File: config.mk
export PLATFORM = sky130hd
export DESIGN_NAME = alu_ctrl_seq
export DESIGN_NICKNAME = d
export VERILOG_FILES = /design/src/rtl/alu_ctrl_seq.sv
export SDC_FILE = /design/constraint.sdc
export NUM_CORES = 1
export LEC_CHECK = 0
export ABC_AREA = 1
export ABC_CLOCK_PERIOD_IN_PS = 1500
export BUFFER_PORTS_ARGS = -buffer_cell sky130_fd_sc_hd__buf_4
export CAP_MARGIN = 0
export CORE_UTILIZATION = 50
export DETAILED_ROUTE_END_ITERATION = 10
export PLACE_DENSITY_LB_ADDON = 0.25
export SLEW_MARGIN = 25
export SYNTH_ARGS = -nofsm -noshare
export SYNTH_HDL_FRONTEND = slang
export SYNTH_SLANG_ARGS = --single-unit
File: constraint.sdc
create_clock -name clk -period 1.5 [get_ports clk]
set_clock_uncertainty 0.15 [all_clocks]
set_input_delay 0.15 -clock clk [delete_from_list [all_inputs] [get_ports clk]]
set_output_delay 0.15 -clock clk [all_outputs]
set_load 0.01 [all_outputs]
File: src/rtl/alu_ctrl_seq.sv
// Registered ALU control decoder with handshake and a multi-cycle mult/div sequencer.
// Optional macro ALU_CTRL_ILLEGAL_TRAP_EN: illegal R-type funct yields a trap code and the illegal flag.
module alu_ctrl_seq #(
    parameter int unsigned FUNCT_W   = 6,
    parameter int unsigned GOUT_W    = 4,
    parameter int unsigned MD_CYCLES = 32
) (
    input  logic               clk,
    input  logic               reset,
    input  logic               in_valid,
    output logic               in_ready,
    input  logic [1:0]         aluop,
    input  logic [FUNCT_W-1:0] funct,
    output logic               out_valid,
    output logic [GOUT_W-1:0]  gout,
    output logic               out_md,
    output logic               md_start,
    output logic               busy,
    output logic               illegal
);

    localparam int unsigned CNT_W = $clog2(MD_CYCLES + 1);

    typedef enum logic {
        S_IDLE,
        S_MD_BUSY
    } state_t;

    state_t            state_q, state_d;
    logic [CNT_W-1:0]  cnt_q, cnt_d;
    logic              out_valid_q, out_valid_d;
    logic              md_start_q, md_start_d;
    logic              out_md_q, out_md_d;
    logic [GOUT_W-1:0] gout_q, gout_d;

    logic [3:0]        dec_code;
    logic              dec_md;
    logic              dec_ill;
    logic              accept;

    // Pure combinational decode of the incoming request.
    always_comb begin
        dec_code = 4'b0010;
        dec_md   = 1'b0;
        dec_ill  = 1'b0;
        unique case (aluop)
            2'b00: dec_code = 4'b0010;
            2'b01: dec_code = 4'b0110;
            2'b11: dec_code = 4'b0001;
            default: begin
                if ((funct >> 6) != '0) begin
                    dec_ill = 1'b1;
                end else begin
                    case (funct[5:0])
                        6'b100100: dec_code = 4'b0000;
                        6'b100101: dec_code = 4'b0001;
                        6'b100000: dec_code = 4'b0010;
                        6'b100110: dec_code = 4'b0011;
                        6'b100111: dec_code = 4'b0100;
                        6'b100010: dec_code = 4'b0110;
                        6'b101010: dec_code = 4'b0111;
                        6'b000000: dec_code = 4'b1010;
                        6'b011000: begin dec_code = 4'b1000; dec_md = 1'b1; end
                        6'b011010: begin dec_code = 4'b1001; dec_md = 1'b1; end
                        default:   dec_ill = 1'b1;
                    endcase
                end
            end
        endcase
    end

    assign accept = in_valid && (state_q == S_IDLE);

`ifdef ALU_CTRL_ILLEGAL_TRAP_EN
    logic illegal_q, illegal_d;
`endif

    always_comb begin
        state_d     = state_q;
        cnt_d       = cnt_q;
        out_valid_d = 1'b0;
        md_start_d  = 1'b0;
        out_md_d    = out_md_q;
        gout_d      = gout_q;
`ifdef ALU_CTRL_ILLEGAL_TRAP_EN
        illegal_d   = illegal_q;
`endif
        unique case (state_q)
            S_IDLE: begin
                if (accept) begin
                    out_md_d = dec_md;
`ifdef ALU_CTRL_ILLEGAL_TRAP_EN
                    gout_d    = dec_ill ? '1 : GOUT_W'(dec_code);
                    illegal_d = dec_ill;
`else
                    gout_d    = dec_ill ? GOUT_W'(4'b0010) : GOUT_W'(dec_code);
`endif
                    if (dec_md) begin
                        md_start_d = 1'b1;
                        cnt_d      = CNT_W'(MD_CYCLES);
                        state_d    = S_MD_BUSY;
                    end else begin
                        out_valid_d = 1'b1;
                    end
                end
            end
            S_MD_BUSY: begin
                // Result is announced in the cycle after the count reaches 1.
                cnt_d = cnt_q - CNT_W'(1);
                if (cnt_q == CNT_W'(1)) begin
                    state_d     = S_IDLE;
                    out_valid_d = 1'b1;
                end
            end
            default: state_d = S_IDLE;
        endcase
    end

    always_ff @(posedge clk) begin
        if (reset) begin
            state_q     <= S_IDLE;
            cnt_q       <= '0;
            out_valid_q <= 1'b0;
            md_start_q  <= 1'b0;
            out_md_q    <= 1'b0;
            gout_q      <= GOUT_W'(4'b0010);
        end else begin
            state_q     <= state_d;
            cnt_q       <= cnt_d;
            out_valid_q <= out_valid_d;
            md_start_q  <= md_start_d;
            out_md_q    <= out_md_d;
            gout_q      <= gout_d;
        end
    end

`ifdef ALU_CTRL_ILLEGAL_TRAP_EN
    always_ff @(posedge clk) begin
        if (reset) begin
            illegal_q <= 1'b0;
        end else begin
            illegal_q <= illegal_d;
        end
    end
    assign illegal = illegal_q;
`else
    assign illegal = 1'b0;
`endif

    assign in_ready  = (state_q == S_IDLE);
    assign busy      = (state_q == S_MD_BUSY);
    assign out_valid = out_valid_q;
    assign md_start  = md_start_q;
    assign out_md    = out_md_q;
    assign gout      = gout_q;

endmodule

==> results.yml <==
setup_path:
  worst-endpoint-arrival_ps: 1470
  cp_slowest_cell: "dfxtp_1"
  crit_path_max_incr_delay_ps: 410
  path_max_fanout: 5
  crit_chain: "inv_1 -> ha_1 -> or2_2 -> a21oi_1"
  criticalPathCategory: "reg -> reg"
  cp.required_ps: 1580
  critPathCaptureType: "flip-flop"
  reg2reg_depth: 4
  cp-start-kind: "flip-flop"
routing:
  drtAntennaViolNets: 0
  drt_iter0_drc: 15
  via_count: 849
  drcViolationCount: 0
  wire_per_inst_um: 11.3
  firstDrtPassIters: 4
  via_per_inst: 5.27
  drt_wl_total_um: 1830
placed_design:
  portBuffers: 19
  hpwl_um: 1400
  preCtsSetupSlack_ps: 134
  place_area_sq_um: 991
  gp_congestion: 0.883
timing:
  rsz0062_at_grt: "no"
  setup_viol: 0
  period_minus_slack_ps: 1390
  slew_violations: 0
  fin_crit_sh_pct: 92.6
  max_clock_freq_mhz: 720
  tns_ps: 0
  finalHoldViolCount: 0
  fin_ws_ps: 111
logic_synthesis:
  yosys_warnings: 0
  ys_ff_latch: 14
  synth_nets: 136
  yosysSeqAreaShare_pct: 33.4
  syn_area_per_cell_sq_um: 6.83
  syn-cell-area_sq_um: 840
  synthCells: 123
  synthDistinctLibCells: 30
global_route:
  grt_util_met3_pct: 3.83
  grt_overflow_total: 0
  busiest_layer: "met2"
  grt.total_usage_pct: 23.2
  first_global_vias: 781
  grt_pass1_wl_um: 3160
  use_met1_pct: 28.8
  grt_util_met2_pct: 36.7
  antenna_found_initial: 0
  grt_max_degree: 13
finish:
  layout_common_cells: "nand2_1 (23), buf_4 (20), nor2_1 (19), inv_1 (15), dfxtp_1 (14)"
  fin_nets: 160
  num-fill-cells: 143
  drive_above_1_share_pct: 28.3
  diodes: 0
  fin_area_sq_um: 1030
  final_common_cell: "nand2_1"
  synthToLayoutAreaGrowth_pct: 23.1
clock_network:
  path_clk_slew_ps: 80
  cts_resized: 0
  cts_setup_buffers: 0
  cts_root_buffer: "clkbuf_4"
  postCtsHoldBufs: 2
  cts_tree: "yes"
  cts-buffers-inserted: 3
  clk_path_buf_depth: 2
  clk_latency_ps: 290
  htreeDepth: 1
  numClockSinks: 14
floorplan:
  die_h_um: 43.0
  start_util_pct: 54.5
  rows: 14
  core_sq_um: 1540
  pin_count: 21
  dieArea_sq_um: 1850
  die_w_um: 43.0
power:
  powerDensity_nw_per_um2: 690
  ir_drop_uv: 511
  p_leak_nw: 0.476
worst_hold_path:
  hold_class: "in -> reg"
  hold-path-cell-count: 3
run:
  max_cap_violations: 0
status:
  status: "completed"
==> per-layer routing <==
metal,vias to the layer above,share of wire (%),wire (um)
met5,-,0,0
met4,0,3.0,55
met3,5,4.6,84
met1,383,46,848
li1,435,-,-
met2,26,46,837
==> state kept, by name, indices dropped and copies added, names as in the netlist <==
register   cells
md_start       1
busy           1
out_md         1
out_valid      1
gout           4
cnt_q          6
==> kinds of logic after synthesis <==
kind of cell	synth area share, %
adders and majority gates	2.98
buffers and inverters	10.7
DFF	33.4
AOI/OAI and AO/OA	14.5
and+or+nand+nor	38.0
other	0.447
==> worst max-delay path, delay by kind of cell, from the launching register on <==
kind / cells / cell delay [ps]
simple gates: 1 / 300
compound gates: 1 / 130
buf+inv: 1 / 70
fa+ha+maj: 1 / 280
flops: 1 / 410
==> through the flow <==
stage / util [%] / hold WS (ps) / power [mW] / instances
floorplan: - / 150 / 0.456 / 123
CTS: 67.0 / 19.4 / 0.713 / 161
global route: 67.0 / 26.5 / 0.741 / 161
detailed placement: 64.3 / 268 / 0.505 / 156
global placement: 64.3 / 269 / 0.502 / 156
finish: 67.0 / 11.8 / 0.713 / 161
==> layout make-up <==
class                   count  area, sq um  share of cell area [%]
multi-input cells          87          469                    45.4
well taps                  16         20.0                    1.94
inverters                  19         71.3                    6.90
repair buffers             22          170                    16.5
clock buffers               3         22.5                    2.18
flip-flops and latches     14          280                    27.1
==> cell usage after synthesis (all sizes together) <==
cell / instances / area share [%]
buf: 2 / 1.8
a31oi: 1 / 0.75
o221ai: 1 / 1.0
nor3: 2 / 1.8
nand2: 26 / 13
nor2: 24 / 14
dfxtp: 14 / 33
nand3: 9 / 6.0
o21bai: 2 / 1.8
a211oi: 2 / 1.8
o21ai: 4 / 2.8
inv: 19 / 8.5
nand4: 1 / 0.75
nor4: 1 / 0.75
nand3b: 1 / 0.89
ha: 2 / 3.0
or2: 1 / 0.75
clkbuf: 1 / 0.45
conb: 1 / 0.45
a21oi: 9 / 6.3
==> worst paths after layout <==
check,slack [ps],end,from
setup / recovery,110,cnt_q[1],cnt_q[0]
hold / removal,10,gout[0],aluop[1]
setup reg to reg,110,cnt_q[1],cnt_q[0]
hold reg to reg,320,gout[0],gout[0]
==> power breakdown <==
| part | internal [mW] | switching (mW) | total, mW |
|---|---|---|---|
| registers | 0.380 | 0.00441 | 0.384 |
| clock network | 0.0935 | 0.119 | 0.213 |
| logic | 0.0515 | 0.0643 | 0.116 |
Note: power is estimated with default switching activity, not from simulation.
